==> config.mk <==
export PLATFORM = sky130hd
export DESIGN_NAME = lsu_arbiter
export DESIGN_NICKNAME = d
export VERILOG_FILES = /design/src/rtl/lsu_arbiter.sv
export SDC_FILE = /design/constraint.sdc
export NUM_CORES = 1
export LEC_CHECK = 0
export CELL_PAD_IN_SITES_DETAIL_PLACEMENT = 1
export CELL_PAD_IN_SITES_GLOBAL_PLACEMENT = 1
export CORE_ASPECT_RATIO = 0.6
export CORE_MARGIN = 3
export CORE_UTILIZATION = 46
export CTS_BUF_LIST = sky130_fd_sc_hd__clkbuf_8
export CTS_CLUSTER_SIZE = 8
export DETAILED_ROUTE_END_ITERATION = 8
export DONT_BUFFER_PORTS = 1
export PLACE_DENSITY = 0.85
export SLEW_MARGIN = 20
export SYNTH_ARGS = -nofsm -noshare
export SYNTH_HDL_FRONTEND = slang
export SYNTH_SLANG_ARGS = --single-unit
==> constraint.sdc <==
create_clock -name clk -period 1.6 [get_ports clk]
set_input_delay 0.4 -clock clk [delete_from_list [all_inputs] [get_ports clk]]
set_output_delay 0.4 -clock clk [all_outputs]
set_load 0.05 [all_outputs]
==> src/rtl/lsu_arbiter.sv <==
// Two-port arbiter sharing one UART load/store unit between fetch and data.
// Ports: fetch_*/data_* requesters, lsu_* to the LSU, busy/grant_id status.
// Optional macro LSU_ARB_RR_EN selects round-robin; default is data priority.
module lsu_arbiter #(
  parameter int ADDR_W = 8,
  parameter int DATA_W = 16
) (
  input  logic              clk,
  input  logic              reset,
  input  logic              fetch_req,
  input  logic [ADDR_W-1:0] fetch_addr,
  output logic              fetch_ack,
  output logic [DATA_W-1:0] fetch_rdata,
  input  logic              data_req,
  input  logic              data_we,
  input  logic [ADDR_W-1:0] data_addr,
  input  logic [DATA_W-1:0] data_wdata,
  output logic              data_ack,
  output logic [DATA_W-1:0] data_rdata,
  output logic [1:0]        lsu_en,
  output logic [ADDR_W-1:0] lsu_addr,
  output logic [DATA_W-1:0] lsu_wdata,
  input  logic [DATA_W-1:0] lsu_rdata,
  input  logic              lsu_done,
  output logic              busy,
  output logic              grant_id
);

  localparam logic [1:0] IDLE  = 2'd0;
  localparam logic [1:0] GRANT = 2'd1;
  localparam logic [1:0] RESP  = 2'd2;

  localparam logic [1:0] EN_IDLE  = 2'b00;
  localparam logic [1:0] EN_LOAD  = 2'b01;
  localparam logic [1:0] EN_STORE = 2'b10;

  logic [1:0] state;
  logic       pick_data;
  logic       any_req;

  assign any_req = fetch_req | data_req;

`ifdef LSU_ARB_RR_EN
  // rr=1 means data has the tie-break next.
  logic rr;

  assign pick_data = data_req & (~fetch_req | rr);

  always_ff @(posedge clk) begin
    if (!reset) begin
      rr <= 1'b0;
    end else if (state == IDLE && any_req) begin
      rr <= ~pick_data;
    end
  end
`else
  assign pick_data = data_req;
`endif

  always_ff @(posedge clk) begin
    if (!reset) begin
      state       <= IDLE;
      lsu_en      <= EN_IDLE;
      lsu_addr    <= '0;
      lsu_wdata   <= '0;
      fetch_ack   <= 1'b0;
      data_ack    <= 1'b0;
      fetch_rdata <= '0;
      data_rdata  <= '0;
      busy        <= 1'b0;
      grant_id    <= 1'b0;
    end else begin
      unique case (state)
        IDLE: begin
          fetch_ack <= 1'b0;
          data_ack  <= 1'b0;
          if (any_req) begin
            state    <= GRANT;
            busy     <= 1'b1;
            grant_id <= pick_data;
            if (pick_data) begin
              lsu_en    <= data_we ? EN_STORE : EN_LOAD;
              lsu_addr  <= data_addr;
              lsu_wdata <= data_wdata;
            end else begin
              lsu_en    <= EN_LOAD;
              lsu_addr  <= fetch_addr;
              lsu_wdata <= '0;
            end
          end
        end
        GRANT: begin
          // Dropping en_ls with done keeps the LSU from re-arming.
          if (lsu_done) begin
            lsu_en <= EN_IDLE;
            state  <= RESP;
            if (grant_id) begin
              data_ack <= 1'b1;
              if (lsu_en == EN_LOAD) begin
                data_rdata <= lsu_rdata;
              end
            end else begin
              fetch_ack   <= 1'b1;
              fetch_rdata <= lsu_rdata;
            end
          end
        end
        RESP: begin
          fetch_ack <= 1'b0;
          data_ack  <= 1'b0;
          busy      <= 1'b0;
          state     <= IDLE;
        end
        default: begin
          state <= IDLE;
        end
      endcase
    end
  end

endmodule

[After elaboration in Yosys (flattened, before gate mapping)]
Cells that the tools add are included.
Operators by class
  equality and inequality tests: 7
  muxes and demuxes: 18
  bitwise operators: 2
  reduce and logical (&&, ||, !) cells: 13
Operator list (number)
  two-way mux 16 bit: 1
  two-way mux 2 bit: 6
  AND reduction 3 bit: 4
  two-way mux 8 bit: 1
  != test 2 bit (second input constant): 4
  case mux 2 bit (2 select lines): 2
  case mux 1 bit (2 select lines): 3
  AND reduction 2 bit: 3
  nonzero test 2 bit: 3
  two-way mux 1 bit: 5
  == test 2 x 1 -> 1 bit (second input constant): 2
  AND reduction 4 bit: 1
  == test 2 bit (second input constant): 1
  logical NOT 2 bit: 1
  OR reduction 2 bit: 1
  inverter 1 bit: 1
  OR 1 bit: 1
Storage, ports and cells
  register bits after elaboration: 64
  output and inout bits: 62

[Logic depth before layout (Yosys ltp)]
  word-level depth: 4
  mapped depth: 6
  depth with buffers taken out: 3

[Least setup slack after synthesis]
No wires, ideal clock.
  path type: register -> register
  start: reg grant_id
  end: reg data_rdata[10]
  setup time: 0.072 ns
  arrival time: 1.549 ns
  data required time: 1.528 ns
  path slack: -0.021 ns
  stages on the path, launching flop included: 5
  cell sequence: dfxtp_1 > nand2_1 > nor3_4 > buf_12 > mux2i_1
Between the ends
  cells in the longest elaborated chain, start to end: 1
Ends and longest elaborated chain
  start: declaration: RTL line 26  | output logic grant_id
  start signal: assignment: RTL line 80  | grant_id <= pick_data;
  AND reduction 4 bit (no line)
  end signal: assignment: RTL line 100  | data_rdata <= lsu_rdata;
  end: declaration: RTL line 19  | output logic [DATA_W-1:0] data_rdata,
Every way passes these cells.
A chain may end at the register's enable or synchronous reset.

[Worst setup path after layout]
  start: reg state[0]
  end: reg grant_id
Between the ends
  cells in the longest elaborated chain, start to end: 2
Ends and longest elaborated chain
  start: declaration: RTL line 37  | logic [1:0] state;
  start signal: assignment: RTL line 62  | state <= IDLE;
  start signal: assignment: RTL line 78  | state <= GRANT;
  start signal: assignment: RTL line 96  | state <= RESP;
  logical NOT 2 bit: RTL line 73  | unique case (state)
  AND reduction 2 bit (no line)
Every way passes these cells.

==> results.cfg <==
[timing]
skew_ps = 6.63
fmax_ghz = 0.693
setup_ws_ps = 157
finalMaxSlewViolations = 0
worst_slew_pin_slew_ps = 571
post-route-min-period_ps = 1440
hold_violations = 0
holdWs_ps = 176
slew_headroom_pct = 61.9
fin_setup_tns_ps = 0
timing.final.crit_share_pct = 90.2
setup_violations = 0
rsz0062_at_grt = false

[critical_path]
cp.depth = 4
path_cells = or2_2, buf_4, o21ai_0, a21oi_1
critPathArrivalTime_ps = 1650
crit_fanout = 18
worst-path-buf-inv = 1
cp_slowest_cell = dfxtp_1
cp-end-kind = register
r2r_slack_ps = 160
timing.rr.end = grant_id
timing_worst_setup_path_type = register to register
rr_worst_depth = 4
cp-start-kind = register
crit_path_max_incr_delay_ps = 440
crit_start = state[0]
crit_path_end = grant_id
worstPathRequired_ps = 1800
r2r_start = state[0]
cp_top_family = flip-flops

[synthesis]
synthArstFlopShare_pct = 0
netlist.area_leader.share_pct = 51.0
yosys_warnings = 0
synth_seq_cells = 64
synthFlopType = dfxtp_1
ys_top_cells_by_count = nand2_1 (71), dfxtp_1 (64), o21ai_0 (32)
synth_area_per_cell_sq_um = 8.73
synth-edff-count = 0
syn_nets = 342
yosysSeqAreaShare_pct = 51.0
synthCells = 288
netlist-cell-type-count = 25
synth_largest_area_cell = dfxtp_1
synthesis.area_sq_mm = 0.00251
synth.most_common_cell = nand2_1
ys_top_cells_by_area = dfxtp_1 (51%), nand2_1 (11%), mux2i_1 (9.6%)

[clock_network]
htreeDepth = 3
cts_setup_buffers = 0
clock-sinks = 64
cts_buffers = 9
hold_buffers = 0
cts-root-buf = clkbuf_8
cts_tree = done
cts.path.max_buffers = 2
cts_resized = 0
path_clk_slew_ps = 70
clk-insertion-delay-late_ps = 330

[hold_path]
worstHoldPathType = primary input to register

[grt]
antenna_found_initial = 0
track_usage_pct = 20.6
grt_max_degree = 67
grt_pass1_wl_um = 10400
overflow = 0
grt_pass1_vias = 2055

[power]
p_sw_share_pct = 28.1
power_leakage_uw = 0.00103
internal_power_uw = 2780
p_sw_uw = 1090
max-vdd-ir-drop_v = 0.000670
p_per_area_mw_per_mm2 = 1380
p_comb_share_pct = 7.7
seq_power_share_pct = 51.3
power_frac_clock_pct = 40.9

[floorplan]
io-pin-count = 116
start_util_pct = 48.8
coreArea_sq_mm = 0.00515
rows = 20
die_w_um = 101
die_y_um = 63.3
dieArea_sq_mm = 0.00642

[detailed_routing]
vias_per_cell = 5.62
drt_iter0_drc = 107
ant_nets = 0
vias = 2013
drc_errors = 0
wl_per_cell_um = 17.7
routed_wl_um = 6350
drtPass1Iterations = 4

[run]
cap_violations = 0

[final_layout]
nets = 341
insertedDiodeCount = 0
syn2layout_area_growth_pct = 11.3
fin_area_sq_mm = 0.00280
n_fill_cell = 621
layout-drive-gt1-share_pct = 11.6

[placed_design]
portBuffers = 0
placement.cell_area_sq_mm = 0.00257
dp_hpwl_um = 4570
pre_cts_ws_ps = 194
gp_congestion = 0.730

[status]
status = finished clean
-- sequential cells by signal (all words and copies together), names as in the netlist --
name	flops
busy	1
data_ack	1
data_rdata	16
fetch_ack	1
fetch_rdata	16
grant_id	1
lsu_addr	8
lsu_en	2
lsu_wdata	16
state	2
-- worst min path at each step --
stage / start / end / slack (ps) / cells past startpoint
after floorplan: data_we / lsu_en[0] / 510 / 1
after global placement: busy / busy / 500 / 2
final: data_we / lsu_en[0] / 180 / 1
after global routing: data_we / lsu_en[0] / 150 / 1
after CTS: data_we / lsu_en[0] / 160 / 1
after detailed placement: busy / busy / 510 / 2
-- cells in the final DEF (no fill, tap or decap), drive strengths merged --
master / instances
nor3: 1
nor3b: 1
nand2: 71
nor2: 6
buf: 10
a211oi: 8
o211ai: 1
nand3: 17
o21ai: 34
a21oi: 30
and4bb: 1
a221oi: 1
clkbuf: 12
inv: 5
mux2i: 24
bufinv: 2
or2: 2
nand4: 1
dfxtp: 64
nand3b: 1
-- kinds of logic (layout without fill, tap and decap cells) --
logic type             after synthesis  count (layout)  share of synthesized area (%)
buffers and inverters               25              29                           5.18
multiplexers                        24              24                           9.56
AO/OA/AOI/OAI                       74              74                           15.8
AND/OR/NAND/NOR                    101             101                           18.5
flip-flops                          64              64                           51.0
-- per-layer routing --
layer / vias to the layer above / wire length [um] / track usage [%]
met5: - / 0 / 0
met2: 80 / 2880 / 31.6
li1: 981 / - / -
met3: 12 / 654 / 9.85
met1: 940 / 2740 / 25.7
met4: 0 / 73 / 6.47
-- metrics by stage --
stage / utilization, % / cells / power (uW)
2_1_floorplan: - / 288 / 2260
3_3_place_gp: 49.8 / 342 / 2300
3_5_place_dp: 49.8 / 342 / 2320
4_1_cts: 54.3 / 358 / 3900
5_1_grt: 54.3 / 358 / 4030
6_report: 54.3 / 358 / 3870
-- power by group through the flow --
stage	logic [uW]	clock network (uW)	registers [uW]
final	298	1580	1990
after global placement	286	0	2020
after floorplan	235	0	2030
after CTS	302	1610	1990
after global routing	338	1690	1990
after detailed placement	301	0	2020
-- cell type report --
class | count | area (sq um) | area share (%)
clock buffers | 12 | 165 | 5.90
clock inverters | 4 | 67.6 | 2.41
inverters | 3 | 11.3 | 0.402
multi-input cells | 199 | 1100 | 39.4
flip-flops and latches | 64 | 1280 | 45.8
well taps | 66 | 82.6 | 2.95
repair buffers | 10 | 87.6 | 3.13
Power figures use the tool's default switching activity.
